<file path="src/rtl/led_code_queue_pkg.sv">
// Shared definitions for the LED blink-code queue: FSM states, queue entry
// layout and the acknowledge timeout used while waiting for the flasher.
package led_code_queue_pkg;

  localparam int ENTRY_W     = 5;
  localparam int ACK_TIMEOUT = 7;
  localparam int TMO_W       = 3;

  typedef enum logic [1:0] {
    IDLE      = 2'd0,
    ISSUE     = 2'd1,
    WAIT_ACK  = 2'd2,
    WAIT_DONE = 2'd3
  } state_e;

  typedef struct packed {
    logic       fast;
    logic [3:0] code;
  } entry_t;

  // A zero blink count means "nothing to show".
  function automatic logic entry_valid(input entry_t e);
    return e.code != 4'd0;
  endfunction

endpackage

</file>
<file path="src/rtl/led_code_fifo.sv">
// Small FIFO of blink-code entries with level/full/empty and a drop strobe
// for valid pushes that arrive while full without a same-cycle pop.
module led_code_fifo
  import led_code_queue_pkg::*;
#(
  parameter int DEPTH = 4,
  localparam int AW   = $clog2(DEPTH)
) (
  input  logic          clk,
  input  logic          rst,
  input  logic          push_i,
  input  entry_t        push_data_i,
  input  logic          pop_i,
  output entry_t        head_o,
  output logic [AW:0]   level_o,
  output logic          full_o,
  output logic          empty_o,
  output logic          drop_o
);

  localparam logic [AW:0] DEPTH_L = (AW+1)'(DEPTH);

  entry_t          mem_q [DEPTH];
  logic [AW-1:0]   wr_ptr_q, wr_ptr_d;
  logic [AW-1:0]   rd_ptr_q, rd_ptr_d;
  logic [AW:0]     level_q,  level_d;
  logic            push_valid, pop_ok, accept;

  assign full_o     = (level_q == DEPTH_L);
  assign empty_o    = (level_q == '0);
  assign push_valid = push_i && entry_valid(push_data_i);
  assign pop_ok     = pop_i && !empty_o;
  // When full, a same-cycle pop frees the slot the write lands in.
  assign accept     = push_valid && (!full_o || pop_ok);
  assign drop_o     = push_valid && full_o && !pop_ok;
  assign head_o     = mem_q[rd_ptr_q];
  assign level_o    = level_q;

  always_comb begin
    wr_ptr_d = wr_ptr_q;
    rd_ptr_d = rd_ptr_q;
    level_d  = level_q;
    if (accept) wr_ptr_d = wr_ptr_q + AW'(1);
    if (pop_ok) rd_ptr_d = rd_ptr_q + AW'(1);
    if (accept && !pop_ok)      level_d = level_q + (AW+1)'(1);
    else if (!accept && pop_ok) level_d = level_q - (AW+1)'(1);
  end

  always_ff @(posedge clk or posedge rst) begin
    if (rst) begin
      wr_ptr_q <= '0;
      rd_ptr_q <= '0;
      level_q  <= '0;
    end else begin
      wr_ptr_q <= wr_ptr_d;
      rd_ptr_q <= rd_ptr_d;
      level_q  <= level_d;
    end
  end

  always_ff @(posedge clk) begin
    if (accept) mem_q[wr_ptr_q] <= push_data_i;
  end

endmodule

</file>
<file path="src/rtl/led_code_queue.sv">
// Queues blink codes for a downstream LED flasher and issues them one at a
// time, falling back to a persistent background code when the queue is empty.
module led_code_queue
  import led_code_queue_pkg::*;
#(
  parameter int DEPTH = 4,
  localparam int LW   = $clog2(DEPTH) + 1
) (
  input  logic          clk,
  input  logic          rst,
  input  logic          push,
  input  logic [3:0]    push_code,
  input  logic          push_fast,
  input  logic          sticky_set,
  input  logic [3:0]    sticky_code,
  input  logic          sticky_fast,
  input  logic          ovf_clr,
  input  logic          flash_busy,
  output logic [3:0]    mode,
  output logic          mode_fast,
  output logic [LW-1:0] level,
  output logic          full,
  output logic          empty,
  output logic          overflow
);

  state_e            state_q;
  logic [3:0]        mode_q;
  logic              mode_fast_q;
  entry_t            sticky_q, sticky_d;
  logic              ovf_q, ovf_d;
  logic [TMO_W-1:0]  tmo_q;

  entry_t            push_entry, fifo_head;
  logic              fifo_pop, fifo_drop;

  assign push_entry = '{fast: push_fast, code: push_code};
  assign fifo_pop   = (state_q == IDLE) && !flash_busy && !empty;

  led_code_fifo #(.DEPTH(DEPTH)) u_fifo (
    .clk         (clk),
    .rst         (rst),
    .push_i      (push),
    .push_data_i (push_entry),
    .pop_i       (fifo_pop),
    .head_o      (fifo_head),
    .level_o     (level),
    .full_o      (full),
    .empty_o     (empty),
    .drop_o      (fifo_drop)
  );

  always_comb begin
    sticky_d = sticky_q;
    if (sticky_set) sticky_d = '{fast: sticky_fast, code: sticky_code};
    // A drop in the same cycle as a clear wins so no loss goes unreported.
    ovf_d = ovf_q;
    if (fifo_drop)    ovf_d = 1'b1;
    else if (ovf_clr) ovf_d = 1'b0;
  end

  always_ff @(posedge clk or posedge rst) begin
    if (rst) begin
      sticky_q <= '0;
      ovf_q    <= 1'b0;
    end else begin
      sticky_q <= sticky_d;
      ovf_q    <= ovf_d;
    end
  end

  always_ff @(posedge clk or posedge rst) begin
    if (rst) begin
      state_q     <= IDLE;
      mode_q      <= 4'd0;
      mode_fast_q <= 1'b0;
      tmo_q       <= '0;
    end else begin
      case (state_q)
        IDLE: begin
          if (!flash_busy) begin
            if (!empty) begin
              mode_q      <= fifo_head.code;
              mode_fast_q <= fifo_head.fast;
              state_q     <= ISSUE;
            end else if (entry_valid(sticky_q)) begin
              mode_q      <= sticky_q.code;
              mode_fast_q <= sticky_q.fast;
              state_q     <= ISSUE;
            end
          end
        end
        ISSUE: begin
          mode_q  <= 4'd0;
          tmo_q   <= '0;
          state_q <= WAIT_ACK;
        end
        WAIT_ACK: begin
          // A flasher that never answers must not stall the queue forever.
          if (flash_busy) begin
            tmo_q   <= '0;
            state_q <= WAIT_DONE;
          end else if (tmo_q == TMO_W'(ACK_TIMEOUT - 1)) begin
            tmo_q   <= '0;
            state_q <= IDLE;
          end else begin
            tmo_q <= tmo_q + TMO_W'(1);
          end
        end
        WAIT_DONE: begin
          if (!flash_busy) state_q <= IDLE;
        end
        default: state_q <= IDLE;
      endcase
    end
  end

  assign mode      = mode_q;
  assign mode_fast = mode_fast_q;
  assign overflow  = ovf_q;

endmodule

</file>
<file path="config.mk">
export PLATFORM = sky130hd
export DESIGN_NAME = led_code_queue
export DESIGN_NICKNAME = d
export VERILOG_FILES = /design/src/rtl/led_code_queue_pkg.sv /design/src/rtl/led_code_fifo.sv /design/src/rtl/led_code_queue.sv
export SDC_FILE = /design/constraint.sdc
export NUM_CORES = 1
export LEC_CHECK = 0
export CAP_MARGIN = 20
export CORE_UTILIZATION = 62
export DETAILED_ROUTE_END_ITERATION = 10
export DONT_BUFFER_PORTS = 1
export GPL_TIMING_DRIVEN = 0
export PLACE_DENSITY = 0.78
export SYNTH_ARGS = -nofsm -noshare
export SYNTH_HDL_FRONTEND = slang
export SYNTH_HIERARCHICAL = 1
export SYNTH_SLANG_ARGS = --single-unit
</file>
<file path="constraint.sdc">
create_clock -name clk -period 3.1 [get_ports clk]
set_clock_uncertainty 0.15 [all_clocks]
set_input_delay 0.155 -clock clk [delete_from_list [all_inputs] [get_ports clk]]
set_output_delay 0.155 -clock clk [all_outputs]
set_load 0.02 [all_outputs]
</file>
* Word-level counts from Yosys, hierarchy flattened
Memories as Yosys holds them, arrays and structs flattened. Cells that the tools add are included.
Word-level totals: register bits 23, memory bits (writable) 20, memories 1
Memories:
- u_fifo.mem_q | depth 4, bits a word 5, rd ports 1, clocked after Yosys merged registers in 0, write ports 1, RTL line led_code_fifo.sv:23 | entry_t mem_q [DEPTH];
Operators by class: $add $sub $neg 5, eq/ne operators 10, muxes and demuxes 22, bitwise logic cells 1, reductions and logical operators 26
Operators by type and width (count):
- $mux 2 | 6
- $mux 3 | 4
- $mux 4 | 3
- $logic_and 1x1->1 | 9
- $pmux 2 s4 | 1
- $pmux 4 s2 | 1
- $reduce_bool 2->1 | 4
- $reduce_bool 4->1 | 2
- $add 3x1->3 const B | 2
- $eq 3x3->1 const B | 2
- $mux 1 | 6
- $pmux 3 s2 | 1
- $reduce_and 3->1 | 2
- $logic_not 1->1 | 5
- $add 2x1->2 const B | 2
- $eq 2x2->1 const B | 2
- $ne 2x2->1 const B | 2
- $reduce_and 4->1 | 1
- $logic_not 3->1 | 1
- $ne 3x2->1 const B | 1
- $ne 3x3->1 const B | 1
- $sub 3x1->3 const B | 1
- $eq 2x1->1 const B | 1
- $logic_not 2->1 | 1
- 3 further kinds | 3

* Depth between registers and ports, before layout
Gate-level depths: netlist of the first run.
word-level depth 10, gate-level depth with buffers 12, depth with buffers taken out 12

* Cells and area by module
Netlist of the first run, hierarchy kept.
By module, submodules not included:
- led_code_fifo | instances 1, cells each 65, area an instance 1186.1 um2, seq. area each 775.7 um2
- led_code_queue | instances 1, cells each 79, area an instance 857.1 um2, seq. area each 400.4 um2

* Least setup slack after synthesis of the first run
No wires, ideal clock.
kind reg-to-reg, start register u_fifo.level_q[0], in the netlist u_fifo/level_o[0], end register u_fifo.level_q[1], in the netlist u_fifo/level_o[1], library setup time 0.125 ns, arrival 2.696 ns, data required time 2.825 ns, setup slack 0.129 ns, cell stages (with the launch flop) 10, buffers on the path 1, clock period less this slack 2.971 ns, path through dfrtp_1 nor3_1 buf_2 nor2_1 inv_1 a21oi_2 ha_1 inv_1 fa_1 mux2_2
On the way: elaborated cells between the ends (all ways) 17, classes of those cells add/sub: 2; eq/ne: 1; mux: 2; reduce/logical: 12
RTL lines:
- start, declared | RTL line led_code_fifo.sv:26 | logic [AW:0] level_q, level_d;
- start signal, assigned | RTL line led_code_fifo.sv:57 | level_q <= level_d;
- $logic_not 3->1 | RTL line led_code_fifo.sv:30 | assign empty_o = (level_q == '0);
- net empty | RTL line led_code_queue.sv:23 | output logic empty,
- $logic_not 1->1 | RTL line led_code_queue.sv:38 | assign fifo_pop = (state_q == IDLE) && !flash_busy && !empty;
- $logic_and 1x1->1 | RTL line led_code_queue.sv:38
- net fifo_pop | RTL line led_code_queue.sv:35 | logic fifo_pop, fifo_drop;
- $logic_and 1x1->1 | RTL line led_code_fifo.sv:32 | assign pop_ok = pop_i && !empty_o;
- $logic_or 1x1->1 | RTL line led_code_fifo.sv:34 | assign accept = push_valid && (!full_o || pop_ok);
- $logic_and 1x1->1 | RTL line led_code_fifo.sv:34
- net u_fifo.accept | RTL line led_code_fifo.sv:27 | logic push_valid, pop_ok, accept;
- $logic_and 1x1->1 | RTL line led_code_fifo.sv:45 | if (accept && !pop_ok) level_d = level_q + (AW+1)'(1);
- $mux 3 | RTL line led_code_fifo.sv:45
- net u_fifo.level_d[1] | RTL line led_code_fifo.sv:26
The timed path passes the listed nets, and every way through them passes these cells. The select of a mux whose other input is x is not followed. A chain may end at the register's enable or synchronous reset.

* Worst setup path in the final report of the first run
start register state_q[0], end register u_fifo.level_q[2], in the netlist u_fifo/level_o[2]
On the way: cells in the longest elaborated chain, start to end 9, elaborated cells between the ends (all ways) 12, classes of those cells mux: 1; reduce/logical: 11
RTL lines:
- start, declared | RTL line led_code_queue.sv:27 | state_e state_q;
- start signal, assigned | RTL line led_code_queue.sv:74 | state_q <= IDLE;
- start signal, assigned | RTL line led_code_queue.sv:85 | state_q <= ISSUE;
- start signal, assigned | RTL line led_code_queue.sv:89 | state_q <= ISSUE;
- $logic_not 2->1 * | RTL line led_code_queue.sv:38
- $logic_and 1x1->1 * (2 in a row) | RTL line led_code_queue.sv:38
- net fifo_pop | RTL line led_code_queue.sv:35
- $logic_and 1x1->1 * | RTL line led_code_fifo.sv:32
- $logic_or 1x1->1 * | RTL line led_code_fifo.sv:34
- $logic_and 1x1->1 * | RTL line led_code_fifo.sv:34
- net u_fifo.accept | RTL line led_code_fifo.sv:27
- $logic_not 1->1 | RTL line led_code_fifo.sv:46 | else if (!accept && pop_ok) level_d = level_q - (AW+1)'(1);
- $logic_and 1x1->1 | RTL line led_code_fifo.sv:46
- $reduce_bool 2->1 (no line)
Mark *: on every way through the listed nets, which the timed path passes. The rest lies on a longest branch.

==> flow_summary.toml, run 1 <==
[logic_synthesis]
synth.top_cell.area_share = 0.294
syn_area_um2 = 2040
ys_warn_count = 6
synth-seq-cells = 43
synth_area_leader_cell = "edfxtp_1"
synth_edf_count = 20
synthFlopType = "dfrtp_1"
yosysSeqAreaShare = 0.576
synth_area_per_cell_um2 = 14.2
syn_inst = 144
syn-num-nets = 171
ys_async_sr_fraction = 0.535
synth_cell_types = 37
synth.area.top_cells = "edfxtp_1 (29%), dfrtp_1 (28%), ha_1 (6.1%)"

[power_and_ir_drop]
vdd_drop_max_mv = 0.608
totalPowerFinal_mw = 1.99
p_per_area_nw_per_um2 = 834
p_leak_nw = 0.941

[layout]
area_growth_pct = 16.5
nets = 198
antennaDiodeCount = 0
utilization = 0.774
design_area_um2 = 2380
fillCellCount = 196
layout-drive-gt1-share = 0.203

[floorplanning]
coreArea_um2 = 3080
initial_utilization = 0.664
die_x_um = 59.4
dieArea_um2 = 3530
die_h_um = 59.4
pin_count = 27
rows = 20

[timing]
worst_pin_slew_ns = 0.630
timing.setup.tns_ns = 0
period_needed_ns = 2.90
timing.fmax_mhz = 345
hold_viol = 0
setup-violations-final = 0
post-route-period-util = 0.935
max_slew_margin = 0.579
drv_slew = 0
rsz0062_at_grt = "false"

[clock_network]
cts_tree = "built"
clock_sinks = 43
clkLatencyLatePin_ns = 0.35
post_cts_buffers = 0
htree_levels = 2
cts_root_buf = "clkbuf_4"
clk_path_buf_depth = 2
clk_pin_slew_ns = 0.12
cts_buffers = 5

[placed_design]
dpl_cell_area_um2 = 2100
port_buffers = 0
hpwlAfterDp_mm = 2.38
place_congestion = 0.738

[global_routing]
antenna_found_initial = 0
grt_pass1_vias = 1284
grt_usage = 0.231
overflow = 0
grt_pass1_wl_mm = 5.67
grt_start_max_net_pins = 17

[detailed_routing]
drc = 0
ant_nets = 0
wl_met3_um = 136
routed.top_layer = "met4"
wirelength_mm = 3.48
route.met2.wl_mm = 1.90
viasPerCell = 5.44
wirelength_met1_mm = 1.41
drtPass1Iterations = 4
vias = 1176
drtIter0Drc = 86
wl_per_cell_um = 16.1

[critical_path]
startpoint = "state_q[0]"
r2r_slack_ns = 0.20
reg2reg_from = "state_q[0]"
reg2reg_to = "u_fifo/level_o[2]"
critPathMaxFanout = 7
cpPeakStageDelay_ns = 0.44
critPathLaunchType = "flop"
slowest_stage = "dfrtp_1"
path_cells = "inv_1, ha_1, nand2b_4, nor2_1, inv_1, a21oi_4, ha_1, inv_1, fa_1, xor2_1, nor2_1, xor2_1"
arrival_ns = 3.02
critPathMostFrequentCell = "inv_1"
cp_top_family = "adder cells"
criticalPathCategory = "flop to flop"
cp.required_ns = 3.22
critPathBufInv = 3
worst_setup_path_end_kind = "flop"
r2r_cells = 12
cp.depth = 12

[run]
cap_violations = 0

[run_status]
status = "complete, no violations"

[worst_hold_path]
hp-class = "input port to async pin"
-- stage by stage --
| stage | setup slack (ns) | hold slack [ns] | cells |
|---|---|---|---|
| 3_3_place_gp | -0.152 | -0.157 | 188 |
| 2_1_floorplan | 0.129 | -0.192 | 144 |
| 5_1_grt | 0.0182 | 0.0568 | 216 |
| 4_1_cts | 0.0496 | 0.0363 | 216 |
| 3_5_place_dp | -0.189 | -0.158 | 188 |
| 6_report | 0.203 | 0.0506 | 216 |
-- cell type report --
type                       count  area [µm²]  area share
buffer                         3        13.8     0.00578
clock buffer                   5        37.5      0.0158
clock inverter                 3        23.8     0.00998
inverter                      15        56.3      0.0236
multi-input combinational     83         816       0.343
sequential                    43        1180       0.495
tap                           44        55.1      0.0231
timing repair buffer          20         200      0.0841
-- synthesized netlist by cell type (3+ instances only) --
cell / count
mux2_2: 6
o32ai_1: 3
nor2_1: 5
xnor2_1: 4
mux4_2: 5
and2_2: 4
ha_1: 10
a31oi_1: 3
edfxtp_1: 20
dfrtp_1: 23
o21ai_0: 5
inv_1: 15
nand2_1: 4
mux2i_1: 7
-- metal layers --
layer,vias to the layer above,global-route usage
li1,574,-
met1,573,0.278
met2,25,0.396
met3,4,0.0742
met4,0,0.0714
met5,-,0
-- cells by family after synthesis --
family / share of synthesized area
multiplexers: 0.130
XOR/XNOR: 0.0257
AND/OR/NAND/NOR: 0.0790
flip-flops: 0.576
adder cells (fa/ha/maj): 0.0710
buffers and inverters: 0.0343
AO/OA/AOI/OAI: 0.0845
-- how the worst max path moves through the flow --
stage / endpoint / slack (ns)
6_report: u_fifo/level_o[2] / 0.20
5_1_grt: u_fifo/level_o[2] / 0.02
4_1_cts: u_fifo/level_o[2] / 0.05
3_5_place_dp: u_fifo/level_o[1] / -0.19
3_3_place_gp: u_fifo/level_o[1] / -0.15
2_1_floorplan: u_fifo/level_o[1] / 0.13
-- registers in the layout, summed over array words and instances (netlist names), 2 cells and up --
register	count
tmo_q	3
sticky_q	5
u_fifo/rd_ptr_q	2
u_fifo/mem_q	20
mode	4
state_q	2
u_fifo/wr_ptr_q	2
u_fifo/level_o	3
-- report_power, final --
part	internal [mW]	total (mW)	switching, mW
clock network	0.0909	0.275	0.184
logic	0.375	0.778	0.403
registers	0.759	0.934	0.175
total	1.22	1.99	0.762
-- timing repair --
item                                   in CTS  in global routing
hold buffers                               20                  0
endpoints found under the hold margin      61                  0
setup endpoints to repair                   2                  2
gates resized for setup                     1                  4
-- cell usage in the layout, fill, tap and decap left out, types with 2 or more instances in the layout --
master,synthesis,routed
a31oi_1,3,3
o32ai_1,3,3
nand2b_1,2,2
nor3b_1,2,2
xor2_1,2,2
o21ai_0,5,5
clkinvlp_4,0,2
nor2_1,5,5
clkbuf_4,0,5
edfxtp_1,20,20
mux4_2,5,5
inv_1,15,15
mux2_2,6,6
o22ai_1,2,2
dfrtp_2,0,2
xnor2_1,4,4
nand2_1,4,4
and2_2,4,4
ha_1,10,10
dfrtp_1,23,21
dlygate4sd3_1,0,20
buf_2,2,2
mux2i_1,7,7
a21oi_1,2,2
Note: power is estimated with default switching activity, not from simulation.
==> inputs of run 2 (changes only) <==
Settings changed: GPL_ROUTABILITY_DRIVEN set to 0, RECOVER_POWER set to 100.
==> flow_summary.toml, run 2 (same netlist as run 1, synthesis figures left out) <==
[critical_path]
cp.required_ns = 3.22
reg2reg_from = "state_q[0]"
criticalPathCategory = "flop to flop"
critPathLaunchType = "flop"
reg2reg_to = "u_fifo/level_o[2]"
critPathMaxFanout = 7
startpoint = "state_q[0]"
worst_setup_path_end_kind = "flop"
r2r_slack_ns = 0.19
arrival_ns = 3.03
r2r_cells = 12
crit_path_end = "u_fifo/level_o[2]"

[clock_network]
cts_buffers = 5
clk_path_buf_depth = 2
cts_root_buf = "clkbuf_4"
clk_pin_slew_ns = 0.12
cts_tree = "built"
clock_sinks = 43
htree_levels = 2
post_cts_buffers = 0
clkLatencyLatePin_ns = 0.34

[layout]
area_growth_pct = 15.2
largest_register = "u_fifo/mem_q"
layout-drive-gt1-share = 0.157
antennaDiodeCount = 0
nets = 198
design_area_um2 = 2350
fillCellCount = 203
layout_common_cells = "dfrtp_1 (22), dlygate4sd3_1 (20), edfxtp_1 (20)"
layout_commonest_cell = "dfrtp_1"
largest_register_ffs = 20

[floorplanning]
pin_count = 27
die_h_um = 59.4
dieArea_um2 = 3530
die_x_um = 59.4
rows = 20
coreArea_um2 = 3080
initial_utilization = 0.664

[timing]
period_needed_ns = 2.91
timing.fmax_mhz = 343
whs_ns = 0.0530
setup-violations-final = 0
finalWorstSetupSlack_ns = 0.189
worst_pin_slew_ns = 0.628
drv_slew = 0
post-route-period-util = 0.939
max_slew_margin = 0.581
rsz0062_at_grt = "false"
hold_viol = 0

[detailed_routing]
drc = 0
viasPerCell = 5.54
drtIter0Drc = 89
ant_nets = 0
wl_per_cell_um = 16.1
wirelength_mm = 3.49
drtPass1Iterations = 5
vias = 1197

[run]
cap_violations = 0

[global_routing]
grt_pass1_vias = 1284
grt_pass1_wl_mm = 5.67
met1_usage = 0.278
grt_use_met2 = 0.396
grt-busiest-layer = "met2"
use_met3 = 0.0742
overflow = 0
grt_start_max_net_pins = 17
antenna_found_initial = 0
grt_usage = 0.231

[worst_hold_path]
hp-class = "input port to async pin"

[placed_design]
hpwlAfterDp_mm = 2.38
port_buffers = 0
dpl_cell_area_um2 = 2100
dp_slack_ns = -0.189

[power_and_ir_drop]
p_per_area_nw_per_um2 = 831
p_leak_nw = 0.923
vdd_drop_max_mv = 0.572

[run_status]
status = "complete, no violations"
-- run 2: cell counts in the layout (fill, tap and decap cells not counted) --
Identical to the previous run, type by type.
-- run 2: cell type report --
cell class | count | area [µm²] | area share
plain buffers | 3 | 13.8 | 0.00584
clock buffers | 5 | 37.5 | 0.0159
clock inverters | 3 | 23.8 | 0.0101
inverters | 15 | 56.3 | 0.0239
multi-input cells | 83 | 791 | 0.336
flip-flops and latches | 43 | 1180 | 0.500
well taps | 44 | 55.1 | 0.0234
repair buffers | 20 | 200 | 0.0850
-- run 2: power breakdown --
part | internal [mW] | switching [mW] | total [mW]
Combinational | 0.354 | 0.401 | 0.754
Clock | 0.0908 | 0.180 | 0.270
Sequential | 0.758 | 0.174 | 0.932
-- run 2: worst max-delay path: stages, from the launching register on --
cell and delay, ns:
dfrtp_1 0.44, inv_1 0.15, ha_1 0.30, nand2b_2 0.11, nor2_1 0.24, inv_1 0.13
a21oi_4 0.24, ha_1 0.23, inv_1 0.07, fa_1 0.37, xor2_1 0.15, nor2_1 0.11
xor2_1 0.15
-- run 2: what timing repair did --
item,CTS,global route
endpoints found under the setup margin,2,2
hold buffers,20,0
hold endpoints to repair,61,0
gates resized for setup,1,4
-- run 2: worst min path at each step --
stage	from	to	slack, ns	cells past startpoint
6_report	rst	u_fifo/level_o[2]	0.05	2
5_1_grt	rst	u_fifo/level_o[2]	0.06	2
4_1_cts	rst	u_fifo/level_o[2]	0.04	2
3_5_place_dp	rst	u_fifo/rd_ptr_q[1]	-0.16	1
3_3_place_gp	rst	u_fifo/rd_ptr_q[1]	-0.16	1
2_1_floorplan	rst	u_fifo/level_o[0]	-0.19	1
-- run 2: metal layers --
metal / vias to the layer above / wire length [µm]
met5: - / 0
met4: 0 / 38
met1: 580 / 1390
li1: 578 / -
met2: 35 / 1900
met3: 4 / 155
-- run 2: stage by stage --
stage          power (mW)  utilization  std cells  setup TNS [ns]
6_report             1.96        0.765        216               0
5_1_grt              2.10        0.765        216               0
4_1_cts              1.97        0.768        216               0
3_5_place_dp         1.66        0.682        188          -0.336
3_3_place_gp         1.61        0.682        188          -0.238
2_1_floorplan        1.51            -        144               0
==> inputs of run 3 (changes only) <==
Settings changed: SYNTH_HIERARCHICAL 1 to not set.
==> flow_summary.toml, run 3 <==
[timing]
finalWorstSetupSlack_ns = 0.356
hold_viol = 0
rsz0062_at_grt = "false"
timing.setup.tns_ns = 0
worst_pin_slew_ns = 0.846
period_needed_ns = 2.74
post-route-period-util = 0.885
drv_slew = 0
timing.fmax_mhz = 364
setup-violations-final = 0
max_slew_margin = 0.435

[power_and_ir_drop]
p_leak_nw = 0.890
vdd_drop_max_mv = 0.563
p_per_area_nw_per_um2 = 837

[logic_synthesis]
synth_area_leader_cell = "edfxtp_1"
yosysSeqAreaShare = 0.600
ys_warn_count = 0
synth_edf_count = 20
synth-seq-cells = 43
synth.area.top_cells = "edfxtp_1 (31%), dfrtp_1 (29%), ha_1 (6.4%)"
ys_async_sr_fraction = 0.535
synth_area_per_cell_um2 = 14.3
syn_area_um2 = 1960
syn-num-nets = 164
synth_common_cells = "dfrtp_1 (23), edfxtp_1 (20), ha_1 (10), inv_1 (9)"
synth_cell_types = 40
synthFlopType = "dfrtp_1"
syn_inst = 137
post-synth-top-count-cell = "dfrtp_1"
synth.top_cell.area_share = 0.307

[global_routing]
grt_pass1_vias = 1176
antenna_found_initial = 0
overflow = 0
grt_pass1_wl_mm = 5.49
grt_start_max_net_pins = 24
grt_usage = 0.234

[critical_path]
arrival_ns = 2.87
criticalPathCategory = "flop to flop"
worst_setup_path_end_kind = "flop"
critPathMaxFanout = 8
cp.required_ns = 3.22
r2r_slack_ns = 0.36
critPathLaunchType = "flop"

[clock_network]
cts_buffers = 5
clkLatencyLatePin_ns = 0.36
cts_root_buf = "clkbuf_4"
post_cts_buffers = 0
cts_tree = "built"
clock_sinks = 43
clk_path_buf_depth = 2
clk_pin_slew_ns = 0.12
htree_levels = 2

[layout]
layout_commonest_cell = "dfrtp_1"
fillCellCount = 203
largest_register_ffs = 20
antennaDiodeCount = 0
largest_register = "u_fifo.mem_q"
nets = 190
area_growth_pct = 14.9
layout_common_cells = "dfrtp_1 (23), edfxtp_1 (20), dlygate4sd3_1 (19)"
layout-drive-gt1-share = 0.128

[detailed_routing]
viasPerCell = 5.52
drc = 0
wl_per_cell_um = 16.5
ant_nets = 0
vias = 1149
drtPass1Iterations = 4
drtIter0Drc = 35
wirelength_mm = 3.44

[worst_hold_path]
hp-class = "input port to flop"

[floorplanning]
die_h_um = 58.2
dieArea_um2 = 3390
rows = 20
coreArea_um2 = 3030
pin_count = 27
die_x_um = 58.2
initial_utilization = 0.647

[run]
cap_violations = 0

[run_status]
status = "complete, no violations"

[placed_design]
port_buffers = 0
hpwlAfterDp_mm = 2.37
dp_slack_ns = 0.0625
[run 3: kinds of logic after synthesis]
family / Yosys count / share of synthesized area
flops: 43 / 0.600
simple gates: 30 / 0.0856
compound gates: 21 / 0.0786
buf+inv: 13 / 0.0300
mux: 13 / 0.105
fa+ha+maj: 11 / 0.0741
xor+xnor: 6 / 0.0268
[run 3: cell type report]
type	count	area [µm²]	area share
timing repair buffer	19	190	0.0845
inverter	10	38.8	0.0172
buffer	3	18.8	0.00834
tap	44	55.1	0.0245
sequential	43	1180	0.523
clock inverter	3	15.0	0.00667
multi-input combinational	81	719	0.320
clock buffer	5	37.5	0.0167
[run 3: worst paths after layout]
kind,cells past startpoint,end,start
worst max-delay path,11,u_fifo.level_o[2],state_q[0]
worst min-delay path,3,u_fifo.wr_ptr_q[0],push
worst max register to register,11,u_fifo.level_o[2],state_q[0]
worst min register to register,1,tmo_q[1],tmo_q[1]
max in group asynchronous,2,u_fifo.rd_ptr_q[0],rst
min in group asynchronous,2,state_q[1],rst
[run 3: metal layers]
layer / routed length (µm) / global-route usage / part of all wire
met2: 1730 / 0.374 / 0.50
met5: 0 / 0 / 0
met4: 71 / 0.109 / 0.021
met3: 140 / 0.0737 / 0.041
met1: 1490 / 0.293 / 0.43
[run 3: report_power, final]
group / switching [mW] / total, mW / internal, mW
combinational: 0.366 / 0.706 / 0.340
clock: 0.173 / 0.256 / 0.0832
sequential: 0.167 / 0.922 / 0.755
[run 3: through the flow]
step / power (mW) / utilization / instance area [µm²] / hold WS (ns) / cells
after floorplan: 1.47 / - / 1960 / 0.00692 / 137
after global placement: 1.57 / 0.665 / 2010 / 0.103 / 181
after detailed placement: 1.62 / 0.665 / 2010 / 0.104 / 181
after CTS: 1.90 / 0.745 / 2260 / 0.0628 / 208
after global routing: 2.02 / 0.743 / 2250 / 0.0340 / 208
final: 1.88 / 0.743 / 2250 / 0.0392 / 208
[run 3: critical path: stages, from the launching register on]
cell      delay [ns]
dfrtp_1         0.44
inv_1           0.13
ha_1            0.24
nand2b_1        0.07
clkbuf_1        0.19
a21oi_2         0.34
ha_1            0.25
inv_1           0.07
fa_1            0.37
xor2_1          0.15
nor2_1          0.11
xor2_1          0.15
[run 3: repair_timing]
action                                  in CTS  in global routing
endpoints found under the setup margin       0                  2
hold buffers                                19                  0
endpoints found under the hold margin       52                  0
gates resized for setup                      0                  2
